$ cat config.mk
export PLATFORM = sky130hd
export DESIGN_NAME = regfile_scanner_flat
export DESIGN_NICKNAME = d
export VERILOG_FILES = /design/src/rtl/regfile_scanner_if.sv /design/src/rtl/regfile_scanner.sv /design/src/flat_wrapper.sv
export SDC_FILE = /design/constraint.sdc
export NUM_CORES = 1
export LEC_CHECK = 0
export BUFFER_PORTS_ARGS = -buffer_cell sky130_fd_sc_hd__buf_4
export CAP_MARGIN = 10
export CORE_ASPECT_RATIO = 1.5
export CORE_MARGIN = 1.5
export CORE_UTILIZATION = 40
export CTS_CLUSTER_DIAMETER = 150
export DETAILED_ROUTE_END_ITERATION = 7
export PLACE_DENSITY = 0.68
export SETUP_SLACK_MARGIN = 0.15
export SLEW_MARGIN = 20
export SYNTH_ARGS = -nofsm -noshare
export SYNTH_HDL_FRONTEND = slang
export SYNTH_SLANG_ARGS = --single-unit
$ cat constraint.sdc
create_clock -name clk -period 2.6 [get_ports clk]
set_input_delay 0.26 -clock clk [delete_from_list [all_inputs] [get_ports clk]]
set_output_delay 0.26 -clock clk [all_outputs]
set_load 0.05 [all_outputs]
$ cat src/rtl/regfile_scanner_if.sv
// Valid/ready stream of {address, data} pairs
// leaving the register-file scanner.
interface regfile_scanner_if #(
  parameter int WIDTH   = 16,
  parameter int REGBITS = 4
);
  logic               outValid;
  logic               outReady;
  logic [REGBITS-1:0] outAddr;
  logic [WIDTH-1:0]   outData;

  modport master (
    output outValid,
    output outAddr,
    output outData,
    input  outReady
  );

  modport slave (
    input  outValid,
    input  outAddr,
    input  outData,
    output outReady
  );
endinterface

$ cat src/rtl/regfile_scanner.sv
// Walks a register range on the read port and
// streams {address, data} pairs downstream.
module regfile_scanner #(
  parameter int WIDTH   = 16,
  parameter int REGBITS = 4
) (
  input  logic               clk,
  input  logic               reset,
  input  logic               start,
  input  logic [REGBITS-1:0] firstAddr,
  input  logic [REGBITS-1:0] lastAddr,
  output logic [REGBITS-1:0] srcAddr,
  input  logic [WIDTH-1:0]   readData,
  regfile_scanner_if.master  out,
  output logic               busy,
  output logic               done
);

  typedef enum logic [1:0] {
    S_IDLE,
    S_FETCH,
    S_SEND,
    S_DONE
  } state_e;

  state_e             state_q, state_d;
  logic [REGBITS-1:0] cur_q, cur_d;
  logic [REGBITS-1:0] end_q, end_d;
  logic               valid_q, valid_d;
  logic [REGBITS-1:0] addr_q, addr_d;
  logic [WIDTH-1:0]   data_q, data_d;

  always_ff @(posedge clk or negedge reset) begin
    if (!reset) begin
      state_q <= S_IDLE;
      cur_q   <= '0;
      end_q   <= '0;
      valid_q <= 1'b0;
      addr_q  <= '0;
      data_q  <= '0;
    end else begin
      state_q <= state_d;
      cur_q   <= cur_d;
      end_q   <= end_d;
      valid_q <= valid_d;
      addr_q  <= addr_d;
      data_q  <= data_d;
    end
  end

  always_comb begin
    state_d = state_q;
    cur_d   = cur_q;
    end_d   = end_q;
    valid_d = valid_q;
    addr_d  = addr_q;
    data_d  = data_q;
    unique case (state_q)
      S_IDLE: begin
        if (start) begin
          cur_d   = firstAddr;
          end_d   = lastAddr;
          state_d = S_FETCH;
        end
      end
      S_FETCH: begin
        data_d  = readData;
        addr_d  = cur_q;
        valid_d = 1'b1;
        state_d = S_SEND;
      end
      S_SEND: begin
        if (valid_q && out.outReady) begin
          valid_d = 1'b0;
          if (cur_q == end_q) begin
            state_d = S_DONE;
          end else begin
            cur_d   = cur_q + REGBITS'(1);
            state_d = S_FETCH;
          end
        end
      end
      S_DONE: state_d = S_IDLE;
      default: state_d = S_IDLE;
    endcase
  end

  // cur_q holds its last value in IDLE, so srcAddr does too
  always_comb begin
    srcAddr      = cur_q;
    out.outValid = valid_q;
    out.outAddr  = addr_q;
    out.outData  = data_q;
    busy = (state_q == S_FETCH)
        || (state_q == S_SEND);
    done = (state_q == S_DONE);
  end

endmodule

$ cat src/flat_wrapper.sv
// flat-port wrapper written by rule: the top's interface ports become plain ports
module regfile_scanner_flat 
#(
  parameter int WIDTH   = 16,
  parameter int REGBITS = 4
)
  (clk, reset, start, firstAddr, lastAddr, srcAddr, readData, busy, done, out_outValid, out_outAddr, out_outData, out_outReady);
  regfile_scanner_if #(.WIDTH(WIDTH), .REGBITS(REGBITS)) out_i ();
  input  logic clk;
  input  logic reset;
  input  logic start;
  input  logic [REGBITS-1:0] firstAddr;
  input  logic [REGBITS-1:0] lastAddr;
  output logic [REGBITS-1:0] srcAddr;
  input  logic [WIDTH-1:0] readData;
  output logic busy;
  output logic done;
  output wire logic [$bits(out_i.outValid)-1:0] out_outValid;
  output wire logic [$bits(out_i.outAddr)-1:0] out_outAddr;
  output wire logic [$bits(out_i.outData)-1:0] out_outData;
  input wire logic [$bits(out_i.outReady)-1:0] out_outReady;
  assign out_outValid = out_i.outValid;
  assign out_outAddr = out_i.outAddr;
  assign out_outData = out_i.outData;
  assign out_i.outReady = out_outReady;
  regfile_scanner #(.WIDTH(WIDTH), .REGBITS(REGBITS)) u_core (.clk(clk), .reset(reset), .start(start), .firstAddr(firstAddr), .lastAddr(lastAddr), .srcAddr(srcAddr), .readData(readData), .out(out_i), .busy(busy), .done(done));
endmodule
### After elaboration in Yosys (flattened, before gate mapping)

Index checks and enable logic that the tools add are counted.
W data, S select, Z words.

* bits in registers: 31
* input port bits: 28
* output and inout bits: 27
* logic and storage cells: 33

* add/sub/neg operators: 1
* eq/ne operators: 7
* muxes and demuxes: 10
* reductions and logical operators: 9

Operators with widths (number)
* $mux W4: 3
* $pmux W2 S4: 1
* $pmux W4 S2: 1
* $mux W2: 3
* $reduce_and A2 Y1: 3
* $add A4 B1 Y4 const B: 1
* $eq A2 B2 Y1 const B: 2
* $eq A4 B4 Y1: 1
* $ne A2 B2 Y1 const B: 2
* $reduce_and A4 Y1: 1
* $reduce_bool A2 Y1: 2
* $eq A2 B1 Y1 const B: 1
* $logic_not A2 Y1: 1
* $ne A2 B1 Y1 const B: 1
* $pmux W1 S2: 1
* $logic_and A1 B1 Y1: 1
* $logic_or A1 B1 Y1: 1
* $mux W1: 1

### Depth between registers and ports, before layout

* depth in word-level cells: 4
* gate-level depth with buffers: 7
* mapped depth without buffers: 6

### Least setup slack after synthesis

OpenSTA, ideal clock, no wires.

* kind: register -> register
* start point: reg u_core.cur_q[0], in the netlist u_core.srcAddr[0]
* end point: reg u_core.cur_q[2], in the netlist u_core.srcAddr[2]
* setup time: 126 ps
* data arrival time: 1711 ps
* path slack: 763 ps
* cell stages (with the launch flop): 5
* path buffers: 0
* clock period less this slack: 1837 ps
* path through: dfrtp_1 xor2_1 nor4_4 and4b_1 o32a_1

* longest elaborated chain between the ends: 4

RTL lines
* start: declaration: RTL line regfile_scanner.sv:27 `logic [REGBITS-1:0] cur_q, cur_d;`
* start signal: assignment: RTL line regfile_scanner.sv:43 `cur_q <= cur_d;`
* $add A4 B1 Y4: RTL line regfile_scanner.sv:78 `cur_d = cur_q + REGBITS'(1);`
* $mux W4: RTL line regfile_scanner.sv:75 `if (cur_q == end_q) begin`
* $mux W4: RTL line regfile_scanner.sv:73 `if (valid_q && out.outReady) begin`
* $pmux W4 S2: RTL line regfile_scanner.sv:58 `unique case (state_q)`

Parallel ways exist; a longest one is shown, timed or not. The select of a mux whose other input is x is not followed.
A chain may end at the register's enable or synchronous reset.

### Worst setup path in the final report

* start point: reg u_core.state_q[0]
* end point: reg u_core.cur_q[1], in the netlist u_core.srcAddr[1]

* longest elaborated chain between the ends: 3

RTL lines
* start: declaration: RTL line regfile_scanner.sv:26 `state_e state_q, state_d;`
* start signal: assignment: RTL line regfile_scanner.sv:42 `state_q <= state_d;`
* $eq A2 B2 Y1 or $logic_not A2 Y1 (tied branches): RTL line regfile_scanner.sv:58
* $ne A2 B1 Y1 (no line), or another cell as far along
* $reduce_and A4 Y1 (no line)

Parallel ways exist; a longest one is shown, timed or not.

==> parameters.txt <==
Parameter                              Value

Yosys
  Number of register bits inferred by synthesis ... 31
  Cell taking the most area after synthesis ... sky130_fd_sc_hd__dfrtp_1
  Area share of the largest cell type after synthesis ... 54.53%
  Area fraction in and, or, nand and nor cells after synthesis ... 9.499%
  YS warnings ... 0
  Post-Synthesis Mean Instance Area ... 13.17 um2
  Post-Synthesis Net Count ... 142
  Count of different cell masters after synthesis ... 28
  Most used flip-flop cell after synthesis ... sky130_fd_sc_hd__dfrtp_1
  Adder and majority cell fraction of the synthesized area ... 5.277%
  Cell area after synthesis ... 0.001423 mm2
  Part of the Yosys area used for sequential elements ... 54.53%
  Synth Area in Compound Gates ... 7.388%
  Main combinational cell family by area after synthesis ... multiplexers
  Number of instances in the synthesized netlist ... 108
  Number of enable flip-flop cells after synthesis ... 0
  Cell types with the largest area share after synthesis ... sky130_fd_sc_hd__dfrtp_1 (55%), sky130_fd_sc_hd__mux2_2 (19%), sky130_fd_sc_hd__ha_1 (5.3%), sky130_fd_sc_hd__xor2_1 (2.5%), sky130_fd_sc_hd__nor2_1 (1.6%)
  Xor/xnor share of the synthesized area ... 2.463%
  Post-synthesis mux area share ... 19.00%
  Synth async-reset ratio ... 100.0%

Global route
  Total track usage ... 17.39%
  Antenna violations before repair ... 0
  Via count of the first global-routing pass ... 1173
  Maximum number of pins on one net before global-route repair ... 32
  Global-route wire length before repair ... 5147 um
  Global-route congestion overflow total ... 0

Placed design
  Cell count after placement ... 202
  Gpl congestion ... 0.9196
  Area after DPL ... 0.001877 mm2
  HPWL after detailed placement ... 2296 um
  Total of buffers placed on input and output ports ... 54

Setup path
  Largest incremental delay on the critical path ... 0.54 ns
  Worst EP required ... 2.76 ns
  Worst-path cell chain ... inv_1 > ha_1 > inv_1 > or4b_1 > o311a_1
  Worst Setup Start Kind ... flop
  Most common cell on crit path ... sky130_fd_sc_hd__inv_1
  RR Startpoint ... u_core.state_q[0]
  Slowest cell on crit path ... sky130_fd_sc_hd__or4b_1
  Kind of capture point of the worst setup path ... flop
  Start point of the critical path ... u_core.state_q[0]
  Worst EP arrival ... 2.17 ns
  Worst-path fanout max ... 15
  Type of the worst setup path ... flop to flop

STA
  Post-route clock period utilization ... 77.17%
  Transition time of the tightest slew-check pin ... 0.4759 ns
  Hold Vio Cnt, Final ... 0
  Setup TNS ... 0 ns
  Final slew viol count ... 0
  Hold Worst Slack ... 0.1914 ns
  Fmax ... 498.4 MHz
  Unrepaired setup endpoints after global routing ... no
  Relative max-transition margin ... 68.27%
  Final setup violation count ... 0
  Worst clock skew ... 0.006049 ns
  Crit path time final ... 2.006 ns

Layout
  Fraction of layout instances using a drive strength above 1 ... 52.07%
  Final-stage net count ... 202
  Area taken by flip-flops and latches ... 775.7 um2
  Final non-filler cell area ... 0.001968 mm2
  Multi-input gate area ... 620.6 um2
  Number of inserted filler cells in the final layout ... 304
  Area added between synthesis and finish ... 38.35%
  Non-Filler Instances ... 211
  Antenna fix cells ... 0

Clock network
  CTS Root Buffer Type ... sky130_fd_sc_hd__clkbuf_8
  Skew-Pair Late Insertion Delay ... 0.28 ns
  CTS H-tree depth ... 2
  Clock-pin slew of the registers on the worst-case setup and hold paths ... 0.06 ns
  TritonCTS sink count ... 31
  TritonCTS clock tree ... built
  CTS buffer count ... 5
  Buffer levels on the longest clock path ... 2

Floorplan
  Horizontal extent of the die ... 51.70 um
  Area of the die ... 0.003931 mm2
  Core box area ... 0.003416 mm2
  Initial cell density of the core ... 41.65%
  Die boundary height ... 76.04 um
  Number of rows created at floorplan ... 26
  Io pins ... 55

Route
  Post-detailed-route wirelength per cell ... 14.32 um
  Number of remaining DRC errors ... 0
  Violation count after the first detailed-route iteration ... 11
  Vias per Instance ... 5.090
  Post-Route WL ... 3022 um
  Number of vias after detailed routing ... 1074
  Total iterations of the first detailed-routing run ... 4
  Antenna Violating Nets Remaining ... 0

Job
  Max capacitance violation total ... 0

Run status
  Result of the run ... finished clean

Hold path
  Class of the worst hold path ... input pin to flop
  Hold Crit Start ... out_outReady
[worst paths after layout]
kind | slack, ns | end | cells after the start
setup / recovery | 0.59 | u_core.srcAddr[1] | 5
hold / removal | 0.19 | u_core.out.outValid | 2
setup reg to reg | 0.59 | u_core.srcAddr[1] | 5
hold reg to reg | 0.51 | u_core.out.outAddr[2] | 1
max in group asynchronous | 1.89 | u_core.out.outData[12] | 2
min in group asynchronous | 0.44 | u_core.out.outData[3] | 2
[timing repair]
action | CTS | global route
setup buffers | 0 | 0
hold endpoints to repair | 31 | 0
resized for setup | 0 | 0
hold buffers | 1 | 0
[flip-flops by register name, summed over array words and instances, names as in the netlist]
signal	cells
u_core.out.outData	16
u_core.end_q	4
u_core.out.outAddr	4
u_core.srcAddr	4
u_core.state_q	2
u_core.out.outValid	1
[synthesized netlist by cell type (2+ instances only)]
| library cell | count |
|---|---|
| sky130_fd_sc_hd__inv_1 | 4 |
| sky130_fd_sc_hd__dfrtp_1 | 31 |
| sky130_fd_sc_hd__o32a_1 | 2 |
| sky130_fd_sc_hd__nor2_1 | 6 |
| sky130_fd_sc_hd__ha_1 | 6 |
| sky130_fd_sc_hd__xor2_1 | 4 |
| sky130_fd_sc_hd__o22ai_1 | 2 |
| sky130_fd_sc_hd__nand2_1 | 4 |
| sky130_fd_sc_hd__o21ai_0 | 3 |
| sky130_fd_sc_hd__mux2_2 | 24 |
| sky130_fd_sc_hd__clkbuf_1 | 3 |
| sky130_fd_sc_hd__nand3_1 | 3 |
[cell usage in the layout, fill, tap and decap left out, types with 2 or more instances in the layout]
master	synthesis	layout
sky130_fd_sc_hd__buf_4	0	55
sky130_fd_sc_hd__clkbuf_1	3	2
sky130_fd_sc_hd__clkbuf_8	0	5
sky130_fd_sc_hd__dfrtp_1	31	31
sky130_fd_sc_hd__ha_1	6	6
sky130_fd_sc_hd__inv_1	4	4
sky130_fd_sc_hd__mux2_2	24	24
sky130_fd_sc_hd__nand2_1	4	4
sky130_fd_sc_hd__nand3_1	3	3
sky130_fd_sc_hd__nor2_1	6	6
sky130_fd_sc_hd__o21ai_0	3	3
sky130_fd_sc_hd__o22ai_1	2	2
sky130_fd_sc_hd__o32a_1	2	2
sky130_fd_sc_hd__xor2_1	4	4
[worst max-delay path, delay by kind of cell (launching register included)]
| family | cells | cell delay [ns] |
|---|---|---|
| adders and majority gates | 1 | 0.47 |
| and+or+nand+nor | 1 | 0.54 |
| buffers and inverters | 2 | 0.32 |
| DFF | 1 | 0.43 |
| AOI/OAI and AO/OA | 1 | 0.14 |
[cell families (layout without fill, tap and decap cells)]
logic type                 Yosys count  after routing
adders and majority gates            6              6
and+or+nand+nor                     22             22
muxes                               24             24
AOI/OAI and AO/OA                   14             14
DFF                                 31             31
buffers and inverters                7             68
xor gates and xnor gates             4              4
[area by class of cell]
class,instances,share of cell area [%]
Tap cell,42,2.670
Multi-Input combinational cell,70,31.53
Clock buffer,7,3.878
Sequential cell,31,39.42
Clock inverter,1,0.2543
Timing Repair Buffer,56,21.49
Inverter,4,0.7629
[metrics by stage]
step	utilization, %	worst slack [ns]
2_1_floorplan	-	0.7627
3_3_place_gp	54.95	0.6966
3_5_place_dp	54.95	0.6261
4_1_cts	57.62	0.6096
5_1_grt	57.62	0.4378
6_report	57.62	0.5936
[layer usage]
metal  vias up  global-route usage, %  wire (um)
met5         -                      0          0
met3         6                  4.902        154
met4         0                  8.421         62
met2        37                  27.95       1616
met1       518                  20.92       1188
li1        513                      -          -
Power is not shown: default switching activity piles up to over one toggle a cycle in this logic, so the estimate is an artifact.
